**config.mk**
```make
export PLATFORM = sky130hd
export DESIGN_NAME = mem_arbiter
export DESIGN_NICKNAME = d
export VERILOG_FILES = /design/src/rtl/mem_pkg.sv /design/src/rtl/uart_tx_pacer.sv /design/src/rtl/mem_arbiter.sv
export SDC_FILE = /design/constraint.sdc
export NUM_CORES = 1
export LEC_CHECK = 0
export ABC_CLOCK_PERIOD_IN_PS = 2300
export CORE_ASPECT_RATIO = 1.5
export CORE_UTILIZATION = 36
export CTS_CLUSTER_DIAMETER = 60
export DETAILED_ROUTE_END_ITERATION = 16
export GPL_TIMING_DRIVEN = 0
export PLACE_DENSITY = 0.9
export RECOVER_POWER = 25
export SYNTH_ARGS = -nofsm -noshare
export SYNTH_HDL_FRONTEND = slang
export SYNTH_SLANG_ARGS = --single-unit
```
**constraint.sdc**
```tcl
create_clock -name clk -period 2.3 [get_ports clk]
set_clock_uncertainty 0.05 [all_clocks]
set_input_delay 0.575 -clock clk [delete_from_list [all_inputs] [get_ports clk]]
set_output_delay 0.575 -clock clk [all_outputs]
set_load 0.02 [all_outputs]
```
**src/rtl/mem_pkg.sv**
```systemverilog
// Shared encodings for the MMU front-end arbiter: grant sources, UART pacing
// states and the UART address decode.
package mem_pkg;
  typedef enum logic [1:0] {
    GNT_IDLE  = 2'd0,
    GNT_FETCH = 2'd1,
    GNT_DATA  = 2'd2
  } grant_e;

  typedef enum logic {
    UART_IDLE = 1'b0,
    UART_BUSY = 1'b1
  } uart_state_e;

  localparam int UART_SEL_BIT  = 29;  // device select
  localparam int UART_STAT_BIT = 2;   // status register (vs data register)

  function automatic logic is_uart_data(input logic [31:0] addr);
    return addr[UART_SEL_BIT] & ~addr[UART_STAT_BIT];
  endfunction
endpackage

```
**src/rtl/uart_tx_pacer.sv**
```systemverilog
// Holds back a UART data store while the transmitter is still busy with the
// previous byte, giving up after UART_TIMEOUT cycles and flagging that it did.
module uart_tx_pacer
  import mem_pkg::*;
#(
  parameter int UART_TIMEOUT = 1024,
  parameter int CNT_W        = 11
) (
  input  logic clk,
  input  logic rst,
  input  logic uart_store,
  input  logic uart_tbre,
  input  logic uart_tsre,
  output logic blocked,
  output logic uart_timeout
);
  localparam logic [CNT_W-1:0] TMO = CNT_W'(UART_TIMEOUT);

  uart_state_e      state, state_nxt;
  logic [CNT_W-1:0] cnt, cnt_nxt;
  logic             tmo_nxt, ready, go;

  assign ready   = uart_tbre & uart_tsre;
  assign blocked = uart_store & (state == UART_BUSY) & ~ready & (cnt < TMO);
  assign go      = uart_store & ~blocked;

  always_comb begin
    state_nxt = state;
    cnt_nxt   = cnt;
    tmo_nxt   = uart_timeout;
    case (state)
      UART_IDLE: begin
        if (go) begin
          state_nxt = UART_BUSY;
          cnt_nxt   = '0;
        end
      end
      UART_BUSY: begin
        // A store that gets through restarts the wait for the new byte;
        // only one forced through by the counter counts as a timeout.
        if (go) begin
          cnt_nxt = '0;
          if (!ready) tmo_nxt = 1'b1;
        end else if (ready) begin
          state_nxt = UART_IDLE;
        end else if (cnt < TMO) begin
          cnt_nxt = cnt + CNT_W'(1);
        end
      end
    endcase
  end

  always_ff @(posedge clk) begin
    if (rst) begin
      state        <= UART_IDLE;
      cnt          <= '0;
      uart_timeout <= 1'b0;
    end else begin
      state        <= state_nxt;
      cnt          <= cnt_nxt;
      uart_timeout <= tmo_nxt;
    end
  end
endmodule

```
**src/rtl/mem_arbiter.sv**
```systemverilog
// Single-port MMU front end: data side wins over fetch, one access per clock,
// read data returned one cycle after the grant; UART data stores are paced.
module mem_arbiter
  import mem_pkg::*;
#(
  parameter int UART_TIMEOUT = 1024,
  parameter int CNT_W        = 11
) (
  input  logic        clk,
  input  logic        rst,
  input  logic        if_req,
  input  logic [31:0] if_addr,
  output logic [31:0] if_data,
  output logic        if_valid,
  input  logic        mem_read,
  input  logic        mem_write,
  input  logic [31:0] mem_addr,
  input  logic [31:0] mem_wdata,
  input  logic        mem_bytemode,
  output logic [31:0] mem_rdata,
  output logic        mem_valid,
  output logic        stall_if,
  output logic        stall_mem,
  output logic        uart_timeout,
  output logic        mmu_read,
  output logic        mmu_write,
  output logic        mmu_bytemode,
  output logic [31:0] mmu_addr,
  output logic [31:0] mmu_wdata,
  input  logic [31:0] mmu_rdata,
  input  logic        uart_tbre,
  input  logic        uart_tsre
);
  grant_e      grant;
  logic        data_req, uart_store, blocked;
  logic [31:0] rd_hold;

  assign data_req   = mem_read | mem_write;
  assign uart_store = mem_write & is_uart_data(mem_addr);

  uart_tx_pacer #(.UART_TIMEOUT(UART_TIMEOUT), .CNT_W(CNT_W)) u_pacer (
    .clk          (clk),
    .rst          (rst),
    .uart_store   (uart_store),
    .uart_tbre    (uart_tbre),
    .uart_tsre    (uart_tsre),
    .blocked      (blocked),
    .uart_timeout (uart_timeout)
  );

  always_comb begin
    if (data_req && !blocked) grant = GNT_DATA;
    else if (if_req)          grant = GNT_FETCH;
    else                      grant = GNT_IDLE;
  end

  always_comb begin
    mmu_read     = 1'b0;
    mmu_write    = 1'b0;
    mmu_bytemode = 1'b0;
    mmu_addr     = '0;
    mmu_wdata    = '0;
    if (!rst) begin
      case (grant)
        GNT_DATA: begin
          mmu_read     = mem_read & ~mem_write;  // read+write acts as a write
          mmu_write    = mem_write;
          mmu_bytemode = mem_bytemode;
          mmu_addr     = mem_addr;
          mmu_wdata    = mem_wdata;
        end
        GNT_FETCH: begin
          mmu_read = 1'b1;
          mmu_addr = if_addr;
        end
        default: ;
      endcase
    end
  end

  assign stall_if  = if_req & data_req;
  assign stall_mem = blocked;

  // MMU drives its output while clk is high; catch it mid-cycle.
  always_ff @(negedge clk) rd_hold <= mmu_rdata;

  always_ff @(posedge clk) begin
    if (rst) begin
      if_valid  <= 1'b0;
      mem_valid <= 1'b0;
      if_data   <= '0;
      mem_rdata <= '0;
    end else begin
      if_valid  <= (grant == GNT_FETCH);
      mem_valid <= (grant == GNT_DATA);
      if (grant == GNT_FETCH) if_data <= rd_hold;
      if (grant == GNT_DATA && !mem_write) mem_rdata <= rd_hold;
    end
  end
endmodule

```
==> metrics.yaml <==
insertion_delay_ns: 0.42
hold_end: "if_data[16]"
synth_area_per_cell_sq_um: 8.77
cts_buffers: 9
syn_to_final_growth_pct: 93.0
worst_ir_drop_vdd_uv: 692
drv_slew: 0
synth_warnings: 0
postRouteAntennaNets: 0
synth_edf_count: 0
power_mw: 5.01
dp_hpwl_mm: 12.4
dieArea_sq_mm: 0.0122
fmax_mhz: 391
dr.pass1.iters: 5
synth.net_count: 619
tns_ns: -9.46
layout.nets: 957
arrival_ns: 1.93
port_buffers: 270
hold_viol: 0
setup_viol: 59
die_y_microns: 135
drc_errors: 0
synth-seq-cells: 111
start_util: 0.368
violations: "negative setup slack"
antenna_found_initial: 1
io_pins: 272
crit_slowest_cell: "and3b_4"
startpoint_type: "input port"
cts_tree: "built"
drtIter0Drc: 258
vias: 4900
hold_class: "reg2reg"
hold_start: "if_data[16]"
fin_ws_ns: -0.257
track_usage: 0.270
grt_pass1_wl_mm: 25.7
drv_cap: 0
worstSetupPathType: "in2out"
yosysUniqueCellTypes: 42
post-route-min-period_ns: 2.56
worst_setup_path_end_kind: "primary output"
power_leakage_nw: 3.42
max-slew-margin-rel: 0.446
crit_path_max_incr_delay_ns: 0.31
whs_ns: 0.406
cts_max_path_buffers: 2
async_reset_ff_frac: 0
crit_required_ns: 1.67
wl_per_cell_microns: 17.4
max_slew.worst_pin.slew_ns: 0.831
cp_max_fo: 7
cts_root_buf: "clkbuf_16"
crit_path_cell_trace: "buf_8 -> and3b_4 -> nand3_4 -> inv_4 -> nor3_4 -> buf_6 -> buf_12 -> buf_12 -> a22o_4 -> buf_6"
wl_mm: 17.0
final_cell_count_no_fill: 976
reg2reg_from: "u_pacer.state"
core_area_sq_mm: 0.0115
grt_pass1_vias: 4902
via_per_inst: 5.02
ctsHtreeMaxLevel: 3
status: "finished, violations left"
place_congestion: 0.842
grt-ovfl-total: 0
rows: 48
seq_area_frac_synth: 0.526
r2r_cells: 7
cts.sinks: 111
rr_endpoint: "u_pacer.cnt[5]"
syn_area_sq_mm: 0.00423
whs_path_depth: 2
powerDensity_mw_per_mm2: 614
rsz0062_at_grt: "true"
dieWidth_microns: 90.5
synth_cells: 482
drive_gt1_frac: 0.247
ff2ff_setup_slack_ns: 0.21
grt_max_degree: 19
path_clk_slew_ns: 0.07
ys_dominant_reg_cell: "dfxtp_1"
dp_cells: 902
min_period_over_period: 1.11
## power breakdown
part	total (mW)	internal [mW]	switching [mW]	leakage, nW
Sequential	2.05	2.00	0.0435	0.914
Clock	1.95	1.07	0.877	0.337
Combinational	1.01	0.559	0.452	2.17
Total	5.01	3.64	1.37	3.42
## through the flow
step	util	cell area, sq um	worst slack [ns]
after global routing	0.711	8150	-0.289
after detailed placement	0.646	7410	-1.31
after CTS	0.712	8160	-0.257
after floorplan	-	4520	-0.00839
final	0.711	8160	-0.257
after global placement	0.646	7410	-1.37
## area by class of cell
type	instances	area, sq um
Fill cell	861	3310
Timing Repair Buffer	300	2950
Sequential cell	111	2220
Multi-Input combinational cell	333	2090
Clock buffer	10	239
Buffer	31	234
Clock inverter	38	216
Tap cell	150	188
Inverter	2	12.5
Antenna cell	1	2.50
## what timing repair did
item / in CTS / in global routing
cloned: 3 / 1
pin swaps: 9 / 25
setup endpoints to repair: 69 / 65
resized for setup: 406 / 18
setup buffers: 20 / 7
hold buffers: 0 / 0
endpoints found under the hold margin: 0 / 0
## cells in the final DEF, fill, tap and decap left out, drive strengths merged
cell type	count
or4	2
clkbuf	28
nand3	4
o211ai	1
nand2b	1
nor2	10
a21oi	75
nand4	2
a31o	1
nand2	136
buf	113
a21boi	1
a22oi	1
a22o	31
ha	1
a21bo	1
or3	3
nand4b	2
dfxtp	111
nor3	5
clkinv	2
clkdlybuf4s50	195
clkdlybuf4s15	4
inv	36
and3b	1
nor3b	1
o21ai	3
a211oi	5
and4b	1
diode	1
bufinv	2
nand3b	2
nor2b	2
a311oi	1
a31oi	4
and2	34
and3	2
dlygate4sd2	1
## state kept, by name (all words and copies together), names as in the netlist
signal,count
u_pacer.uart_timeout,1
if_valid,1
rd_hold,32
u_pacer.state,1
u_pacer.cnt,11
mem_valid,1
if_data,32
mem_rdata,32
## cells by family (layout without fill, tap and decap cells)
family,count (synthesis),in the layout,share of synthesized area
DFF,111,111,0.526
AOI/OAI and AO/OA,124,124,0.190
other,0,1,0
and+or+nand+nor,208,208,0.231
adders and majority gates,1,1,0.00296
buffers and inverters,38,381,0.0497
## worst max-delay path by stage
stage	endpoint	slack (ns)	cells past startpoint	start
final	mmu_addr[14]	-0.26	10	mem_addr[2]
after floorplan	mmu_addr[15]	-0.008	8	mem_write
after global placement	mmu_addr[30]	-1.37	7	mem_addr[29]
after CTS	mmu_addr[28]	-0.26	10	mem_addr[2]
after detailed placement	mmu_addr[30]	-1.31	7	mem_addr[29]
after global routing	mmu_addr[14]	-0.29	10	mem_addr[2]
## cell usage after synthesis (2+ instances only)
cell / n / area share
a22o_1: 31 / 0.064
o21ai_0: 3 / 0.0036
inv_2: 2 / 0.0018
or3_1: 3 / 0.0044
nand2_1: 135 / 0.12
nor2b_1: 2 / 0.0030
buf_2: 12 / 0.014
and2_1: 34 / 0.050
clkbuf_1: 16 / 0.014
a31oi_1: 3 / 0.0044
nand3b_1: 2 / 0.0036
a21oi_1: 74 / 0.088
a211oi_1: 5 / 0.0089
nand4b_1: 2 / 0.0041
nor3_1: 4 / 0.0047
or4_1: 2 / 0.0036
buf_6: 7 / 0.019
nand3_1: 3 / 0.0036
nor2_1: 9 / 0.0080
dfxtp_1: 111 / 0.53
## routing by layer
layer,GRT usage,wire length [microns]
met2,0.500,8950
met1,0.287,6140
met5,0,0
met4,0.114,638
met3,0.0687,1220
## critical path, delay by kind of cell
kind	cells	cell delay (ns)
buffers and inverters	6	0.70
AND/OR/NAND/NOR	3	0.43
AO/OA/AOI/OAI	1	0.22
No activity file was read; power rests on OpenSTA's default activity.
